[src/rtl/fifo_burst_pkg.sv]
// -----------------------------------------------------------------------------
// fifo_burst_pkg
// Shared types and constants for the FIFO burst reader and its skid buffer.
//   state_t      : burst reader FSM states
//   skid_entry_t : one skid-buffer slot at the default data width
//   SKID_DEPTH   : number of skid slots (covers the FIFO's 1-cycle read latency)
// -----------------------------------------------------------------------------
package fifo_burst_pkg;

    localparam int unsigned SKID_DEPTH     = 2;
    localparam int unsigned SKID_DATA_BITS = 11;

    typedef enum logic [1:0] {
        IDLE,
        ZERO,
        BURST,
        DRAIN
    } state_t;

    typedef struct packed {
        logic                      valid;
        logic                      last;
        logic [SKID_DATA_BITS-1:0] data;
    } skid_entry_t;

endpackage

[src/rtl/fifo_skid_buf_2.sv]
// -----------------------------------------------------------------------------
// fifo_skid_buf_2
// Two-entry, strictly ordered buffer. Entry 0 is the head. Push and pop may
// occur in the same cycle. The caller must never push while full unless it
// also pops in that cycle; that case is not guarded here.
// Ports:
//   i_clk, i_reset            : clock, synchronous active-high reset
//   i_push, i_push_last/data  : write a new entry at the tail
//   i_pop                     : drop the head (ignored when empty)
//   o_occ                     : number of valid entries (0..2)
//   o_head_valid/last/data    : head entry, straight from registers
// -----------------------------------------------------------------------------
module fifo_skid_buf_2
    import fifo_burst_pkg::*;
#(
    parameter int unsigned DATA_BITS = SKID_DATA_BITS
) (
    input  logic                 i_clk,
    input  logic                 i_reset,
    input  logic                 i_push,
    input  logic                 i_push_last,
    input  logic [DATA_BITS-1:0] i_push_data,
    input  logic                 i_pop,
    output logic [1:0]           o_occ,
    output logic                 o_head_valid,
    output logic                 o_head_last,
    output logic [DATA_BITS-1:0] o_head_data
);

    typedef struct packed {
        logic                 valid;
        logic                 last;
        logic [DATA_BITS-1:0] data;
    } entry_t;

    entry_t r_e0;
    entry_t r_e1;
    entry_t w_e0_d;
    entry_t w_e1_d;
    entry_t w_new;
    logic   w_pop;

    always_comb begin
        w_e0_d = r_e0;
        w_e1_d = r_e1;
        w_pop  = i_pop && r_e0.valid;
        w_new  = '{valid: 1'b1, last: i_push_last, data: i_push_data};

        // Shift first, then place the new entry in the first free slot, so a
        // simultaneous push/pop keeps strict ordering at any occupancy.
        if (w_pop) begin
            w_e0_d       = r_e1;
            w_e1_d.valid = 1'b0;
        end
        if (i_push) begin
            if (!w_e0_d.valid) begin
                w_e0_d = w_new;
            end else begin
                w_e1_d = w_new;
            end
        end
    end

    always_ff @(posedge i_clk) begin
        if (i_reset) begin
            r_e0 <= '0;
            r_e1 <= '0;
        end else begin
            r_e0 <= w_e0_d;
            r_e1 <= w_e1_d;
        end
    end

    assign o_occ        = {1'b0, r_e0.valid} + {1'b0, r_e1.valid};
    assign o_head_valid = r_e0.valid;
    assign o_head_last  = r_e0.last;
    assign o_head_data  = r_e0.data;

endmodule

[src/rtl/fifo_burst_reader.sv]
// -----------------------------------------------------------------------------
// fifo_burst_reader
// Accepts a burst command, pops exactly cmd_len words from a FIFO read port
// (1-cycle read latency) and streams them out on valid/ready with a last flag.
// Ports:
//   i_clk, i_reset                 : clock, synchronous active-high reset
//   i_cmd_valid/o_cmd_ready/i_cmd_len : burst command handshake and length
//   i_fifo_empty, o_fifo_rd_en, i_fifo_rd_data : FIFO read interface
//   o_out_valid/i_out_ready/o_out_data/o_out_last : output stream
//   o_busy                         : high whenever not idle
//   o_done                         : one-cycle pulse at burst completion
// -----------------------------------------------------------------------------
module fifo_burst_reader
    import fifo_burst_pkg::*;
#(
    parameter int unsigned DATA_BITS   = 11,
    parameter int unsigned FIFO_LENGTH = 16,
    parameter int unsigned LEN_BITS    = $clog2(FIFO_LENGTH) + 1
) (
    input  logic                 i_clk,
    input  logic                 i_reset,
    input  logic                 i_cmd_valid,
    output logic                 o_cmd_ready,
    input  logic [LEN_BITS-1:0]  i_cmd_len,
    input  logic                 i_fifo_empty,
    output logic                 o_fifo_rd_en,
    input  logic [DATA_BITS-1:0] i_fifo_rd_data,
    output logic                 o_out_valid,
    input  logic                 i_out_ready,
    output logic [DATA_BITS-1:0] o_out_data,
    output logic                 o_out_last,
    output logic                 o_busy,
    output logic                 o_done
);

    state_t                r_state;
    state_t                w_state_d;
    logic [LEN_BITS-1:0]   r_len;
    logic [LEN_BITS-1:0]   r_issued;     // pops issued in this burst
    logic [LEN_BITS-1:0]   r_remaining;  // words still to be captured
    logic                  r_inflight;   // pop issued last cycle, data arrives now

    logic [LEN_BITS-1:0]   w_cmd_len;
    logic                  w_rd_en;
    logic                  w_pop_out;
    logic                  w_last_hs;
    logic                  w_credit_ok;
    logic [1:0]            w_occ;
    logic                  w_head_valid;
    logic                  w_head_last;
    logic [DATA_BITS-1:0]  w_head_data;

    // Over-length commands are illegal; clamp rather than over-read the FIFO.
    assign w_cmd_len = (i_cmd_len > LEN_BITS'(FIFO_LENGTH)) ? LEN_BITS'(FIFO_LENGTH)
                                                            : i_cmd_len;

    assign w_pop_out = w_head_valid && i_out_ready;
    assign w_last_hs = w_pop_out && o_out_last;

    // Credit: stored + in-flight words, after this cycle's output pop, must
    // leave room for one more, so the 2-entry skid buffer can never overflow.
    assign w_credit_ok = ({1'b0, w_occ} + {2'b00, r_inflight}) < (3'd2 + {2'b00, w_pop_out});

    assign w_rd_en = (r_state == BURST) && (r_issued < r_len) && !i_fifo_empty && w_credit_ok;

    always_comb begin
        w_state_d   = r_state;
        o_cmd_ready = 1'b0;
        o_done      = 1'b0;
        unique case (r_state)
            IDLE: begin
                o_cmd_ready = 1'b1;
                if (i_cmd_valid) begin
                    w_state_d = (w_cmd_len == '0) ? ZERO : BURST;
                end
            end
            ZERO: begin
                o_done    = 1'b1;
                w_state_d = IDLE;
            end
            BURST: begin
                if (w_rd_en && ((r_issued + LEN_BITS'(1)) == r_len)) begin
                    w_state_d = DRAIN;
                end
            end
            DRAIN: begin
                if (w_last_hs) begin
                    o_done    = 1'b1;
                    w_state_d = IDLE;
                end
            end
            default: w_state_d = IDLE;
        endcase
    end

    always_ff @(posedge i_clk) begin
        if (i_reset) begin
            r_state     <= IDLE;
            r_len       <= '0;
            r_issued    <= '0;
            r_remaining <= '0;
            r_inflight  <= 1'b0;
        end else begin
            r_state    <= w_state_d;
            r_inflight <= w_rd_en;
            if (o_cmd_ready && i_cmd_valid) begin
                r_len       <= w_cmd_len;
                r_issued    <= '0;
                r_remaining <= w_cmd_len;
            end else begin
                if (w_rd_en) begin
                    r_issued <= r_issued + LEN_BITS'(1);
                end
                if (r_inflight && (r_remaining != '0)) begin
                    r_remaining <= r_remaining - LEN_BITS'(1);
                end
            end
        end
    end

    fifo_skid_buf_2 #(
        .DATA_BITS (DATA_BITS)
    ) u_skid (
        .i_clk        (i_clk),
        .i_reset      (i_reset),
        .i_push       (r_inflight),
        // The word captured while exactly one remains is beat len-1.
        .i_push_last  (r_remaining == LEN_BITS'(1)),
        .i_push_data  (i_fifo_rd_data),
        .i_pop        (i_out_ready),
        .o_occ        (w_occ),
        .o_head_valid (w_head_valid),
        .o_head_last  (w_head_last),
        .o_head_data  (w_head_data)
    );

    assign o_fifo_rd_en = w_rd_en;
    assign o_out_valid  = w_head_valid;
    assign o_out_data   = w_head_data;
    assign o_out_last   = w_head_valid && w_head_last;
    assign o_busy       = (r_state != IDLE);

endmodule

[config.mk]
export PLATFORM = sky130hd
export DESIGN_NAME = fifo_burst_reader
export DESIGN_NICKNAME = d
export VERILOG_FILES = /design/src/rtl/fifo_burst_pkg.sv /design/src/rtl/fifo_skid_buf_2.sv /design/src/rtl/fifo_burst_reader.sv
export SDC_FILE = /design/constraint.sdc
export NUM_CORES = 1
export LEC_CHECK = 0
export ABC_AREA = 1
export CAP_MARGIN = 40
export CORE_MARGIN = 8
export CORE_UTILIZATION = 26
export DETAILED_ROUTE_END_ITERATION = 8
export GPL_TIMING_DRIVEN = 0
export HOLD_SLACK_MARGIN = 0.05
export PLACE_DENSITY = 0.58
export SYNTH_ARGS = -nofsm -noshare
export SYNTH_HDL_FRONTEND = slang
export SYNTH_HIERARCHICAL = 1
export SYNTH_SLANG_ARGS = --single-unit
[constraint.sdc]
create_clock -name i_clk -period 1.75 [get_ports i_clk]
set_clock_uncertainty 0.1 [all_clocks]
set_input_delay 0.35 -clock i_clk [delete_from_list [all_inputs] [get_ports i_clk]]
set_output_delay 0.35 -clock i_clk [all_outputs]
set_load 0.05 [all_outputs]
Word level (Yosys, flattened, before mapping)
Cells that the tools add are included.
W data, S select, Z words.
Operators by class
  muxes and demuxes: 17
  add/sub/neg operators: 5
  equality and inequality tests: 8
  reductions and logical operators: 18
  magnitude comparators: 3
Operator list (number)
  $mux W13: 4
  $mux W5: 3
  $mux W12: 1
  $logic_and A1 B1 Y1: 9
  $mux W2: 4
  $pmux W2 S4: 1
  $add A5 B1 Y5 const B: 1
  $eq A5 B1 Y1 const B: 1
  $eq A5 B5 Y1: 1
  $gt A5 B5 Y1 const B: 1
  $logic_not A5 Y1: 1
  $lt A5 B5 Y1: 1
  $reduce_bool A5 Y1: 1
  $sub A5 B1 Y5 const B: 1
  $eq A2 B2 Y1 const B: 2
  $ne A2 B2 Y1 const B: 2
  $reduce_bool A2 Y1: 2
  $add A2 B1 Y3: 1
  $add A2 B1 Y3 const A: 1
  $lt A3 B3 Y1: 1
  $mux W1: 3
  $reduce_and A3 Y1: 1
  $add A1 B1 Y2: 1
  $eq A2 B1 Y1 const B: 1
  6 further kinds: 6
Storage, ports and cells
  output and inout port bits: 17
  word-level logic and storage cells: 62
  input bits: 21
  register bits: 44

Longest topological paths before layout
  depth in word-level cells: 7
  gate-level depth with buffers: 13
  gate-level depth less buffers: 13

Modules after synthesis
Netlist, hierarchy kept.
By module, submodules not included
  fifo_skid_buf_2: cells each 175, area each 1221.2 um^2, seq. area each 520.5 um^2, instances 1
  fifo_burst_reader: cells each 173, area each 1178.6 um^2, seq. area each 360.3 um^2, instances 1

Least setup slack after synthesis
OpenSTA, ideal clock, no wires.
  path kind: register -> output
  start point: register u_skid.r_e0, in the netlist u_skid/o_head_valid
  end point: output o_fifo_rd_en
  buffers on the path: 1
  data arrival time: 1918 ps
  required time: 1300 ps
  path slack: -618 ps
  stages on the path, launching flop included: 8
  cell sequence: dfxtp_1 ha_1 ha_1 ha_1 o21ai_0 nand2_1 nor2_2 buf_6
Between the ends
  cells in the longest elaborated chain, start to end: 4
RTL lines
  from (decl): line fifo_skid_buf_2.sv:36  | entry_t r_e0;
  from (signal assigned): line fifo_skid_buf_2.sv:69  | r_e0 <= w_e0_d;
  $add A1 B1 Y2: line fifo_skid_buf_2.sv:74  | assign o_occ = {1'b0, r_e0.valid} + {1'b0, r_e1.valid};
  net w_occ[0]: line fifo_burst_reader.sv:48  | logic [1:0] w_occ;
  $add A2 B1 Y3: line fifo_burst_reader.sv:62  | assign w_credit_ok = ({1'b0, w_occ} + {2'b00, r_inflight}) < (3'd2 + {2'b00, w_pop_out});
  $lt A3 B3 Y1: line fifo_burst_reader.sv:62
  $logic_and A1 B1 Y1: line fifo_burst_reader.sv:64  | assign w_rd_en = (r_state == BURST) && (r_issued < r_len) && !i_fifo_empty && w_credit_ok;
  to (decl): line fifo_burst_reader.sv:26  | output logic o_fifo_rd_en,
The timed path passes the listed nets, and every way through them passes these cells.

Final worst setup path
  start point: register u_skid/r_e1[12] (netlist bit)
  end point: output o_fifo_rd_en
Between the ends
  cells in the longest elaborated chain, start to end: 4
RTL lines
  from (decl): line fifo_skid_buf_2.sv:37  | entry_t r_e1;
  from (signal assigned): line fifo_skid_buf_2.sv:70  | r_e1 <= w_e1_d;
  $add A1 B1 Y2: line fifo_skid_buf_2.sv:74
  net w_occ[0]: line fifo_burst_reader.sv:48
  $add A2 B1 Y3: line fifo_burst_reader.sv:62
  $lt A3 B3 Y1: line fifo_burst_reader.sv:62
  $logic_and A1 B1 Y1: line fifo_burst_reader.sv:64
The timed path passes the listed nets, and every way through them passes these cells.

==> impl_results.md <==
* Std-Cell Rows at 35
* Syn Area/Cell at roughly 6.9 sq um
* Die height at 112.1 microns
* Worst r2r dst: r_issued[1]$_SDFFE_PP0P_
* Critical path startpoint category: flip-flop
* FFs w/ async S/R, synth at 0%
* Starting Density at between 20% and 30%
* Most frequent cells in the layout: 89 x nand2_1, 34 x dfxtp_1, 32 x nor2_1
* Max Slew Vio Count at 0
* H-tree lvl count at 2
* Flop-to-flop setup slack at -140 ps
* Post-synth cell types at 29
* Post-route setup slack at -424.6 ps
* Rel. slew slack at a little under two thirds
* Internal at about 1.8 mW
* Drt first pass iters at 4
* Sink Count at 44
* Logic gate share of total power at a little under a quarter
* WL/cell at ~12 microns
* Synth warn at 6
* Least-Margin Pin Slew at 548.4 ps
* FF-to-FF Start: u_skid/r_e1[12]$_SDFF_PP0_
* Power per cell area at between 700 and 800 nW/um^2
* Fmax at about 460 MHz
* Number of enable flip-flop cells after synthesis at 0
* Deepest clock path buffer count at 2
* Number of diodes at 0
* Worst skew pair latency at ~300 ps
* CTS Root Cell: clkbuf_8
* Largest net degree at the start of global routing at 14
* Starting DRC count in detailed routing at between 150 and 200
* DR vias/cell at 4.645
* FF/Latch Area at between 800 and 900 sq um
* Tmin final at roughly 2200 ps
* Final ANT Viol Nets at 0
* Most common cell after layout, fill and taps aside: nand2_1
* Peak VDD IR at approximately 0.4 mV
* Status: complete, but fails checks
* WP data required at around 1300 ps
* # setup viols final at 9
* Sequential area share after synthesis at a little under two fifths
* RSZ-0062 raised after global routing: yes
* Start point of the worst hold path: u_skid/r_e1[9]$_SDFFE_PP0P_
* Routed WL at approximately 6400 microns
* Final net count at around 430
* Mapped Cells at around 350
* Worst-path clk slew at about 90 ps
* Synth Net Count at around 380
* Drc violations at 0
* Footprint of the multi-input gates at between 1000 and 1500 sq um
* Vias at ~2.4k
* Failing checks: negative setup slack
* Syn-to-layout area delta at 34.36%
* Die area at about 13000 sq um
* Die width at ~110 microns
* Final Util at 35.40%
* Total design power at 2.534 mW
* Cell Area, Synth at 2400 sq um
* Gp weighted congestion at between 0.8 and 0.9
* Port bufs at 37
* I/O pin total at 38
* Hold Path Class: flip-flop to flip-flop
* Critical path class: flip-flop to primary output
* DPL Wire Length at roughly 4800 microns
* Setup TNS at -1118 ps
* Hold path cells at 2
* Final hold vios at 0
* Crit-path max FO at 2
* Sequential power share at a little over two fifths
* Sw Share at 29.86%
* CTS tree: yes
* Hold Path Sink: u_skid/r_e1[9]$_SDFFE_PP0P_
* Worst R2R Path Depth at 10
* Max-cap check violation count at 0
* CTS buffer count at 5
* Core box area at about 9100 sq um
* Synthesized flop and latch total at 44
* Clock network fraction of total power at between 30% and 40%
* Overall Global Routing Usage at 10.32%
* FILL cells at 966
* Top FF cell, synth: dfxtp_1
* Ratio of cells with drive above 1 in the final layout at between 20 and 25%
* Final period util at 124.3%
* Total gr overflow at 0
* Number of global-route vias before repair at between 2k and 2.5k
* First-pass GRT wire length at approximately 11000 microns
* Leakage at roughly 1.4 nW
* Worst Setup End Kind: primary output
* Switching power at approximately 0.76 mW
* Hold slack at roughly 370 ps
* Worst Setup SP: u_skid/r_e1[12]$_SDFF_PP0_
* Initial antenna violation count at 0
* Worst Path Arrival at about 1700 ps
==> how the worst max path moves through the flow <==
stage	to	slack, ps	cells past startpoint
after floorplan	o_fifo_rd_en	-180	7
after global placement	o_fifo_rd_en	-1090	7
after detailed placement	o_fifo_rd_en	-1090	7
after CTS	o_fifo_rd_en	-470	8
after global routing	o_fifo_rd_en	-540	8
final	o_fifo_rd_en	-420	8
==> timing repair <==
item,in CTS,in global routing
hold buffers,0,0
setup endpoints to repair,29,16
buffers inserted,9,2
pin swaps,5,8
resized for setup,54,20
==> layout make-up <==
class	count	area share, %
buffer	14	2.406
clock buffer	6	2.910
clock inverter	1	0.9313
inverter	38	4.540
multi-input combinational	252	43.81
sequential	44	27.86
tap	111	4.307
timing repair buffer	46	13.23
==> power groups by stage <==
stage | Sequential [mW] | Clock [mW] | Combinational, mW
after detailed placement | 1.12 | 0 | 0.552
after floorplan | 1.15 | 0 | 0.334
after global routing | 1.10 | 0.920 | 0.646
after global placement | 1.12 | 0 | 0.546
final | 1.09 | 0.857 | 0.582
after CTS | 1.09 | 0.885 | 0.568
==> state kept, by name, indices dropped and copies added (netlist names) <==
register and cells:
r_issued 5, u_skid/r_e1 13, r_state 2, u_skid/o_head_data 11
r_len 5, u_skid/o_head_valid 1, r_remaining 5, r_inflight 1
u_skid/o_head_last 1
==> per-layer routing <==
layer  up-vias  global-route usage (%)  part of all wire [%]
met2        44                   16.96                    47
met1      1076                   12.84                    48
met5         -                       0                     0
met3         5                   2.738                   4.7
li1       1253                       -                     -
met4         0                   3.327                   1.2
==> cells in the mapped netlist (2+ instances only) <==
cell / n / area share, %
a211oi_1: 2 / 0.63
a21oi_1: 33 / 6.9
a31oi_1: 3 / 0.78
buf_2: 7 / 1.5
buf_4: 2 / 0.63
clkbuf_1: 4 / 0.63
dfxtp_1: 44 / 37
ha_1: 12 / 6.3
inv_1: 33 / 5.2
inv_2: 3 / 0.47
nand2_1: 91 / 14
nand2_2: 7 / 1.8
nand3_1: 23 / 4.8
nand3_2: 2 / 0.83
nand3b_1: 9 / 2.8
nand4_1: 15 / 3.9
nor2_1: 34 / 5.3
nor2_2: 2 / 0.52
nor2_4: 2 / 0.94
o21ai_0: 9 / 1.9
o22ai_1: 3 / 0.78
==> critical path, cell delays in order, from the launching register on <==
cell and delay (ps):
dfxtp_2 340, ha_4 240, ha_4 160, ha_4 200, o21ai_2 50, nand2_1 80
nor2_2 120, buf_6 120, buf_8 130
==> logic make-up (layout without fill, tap and decap cells) <==
family                   after synthesis  in the layout  share of synthesized area [%]
AND/OR/NAND/NOR                      187            187                          35.66
buffers and inverters                 52            105                          9.228
adder cells (fa/ha/maj)               12             12                          6.256
XOR/XNOR                               1              1                         0.3650
AO/OA/AOI/OAI                         52             52                          11.78
flip-flops                            44             44                          36.70
==> through the flow <==
step	instances	area [sq um]	setup slack (ps)
6_report	512	3224	-424.6
5_1_grt	512	3224	-544.0
4_1_cts	510	3167	-468.9
3_5_place_dp	496	2962	-1092
3_3_place_gp	496	2962	-1092
2_1_floorplan	348	2452	-178.6
Power figures use the tool's default switching activity.
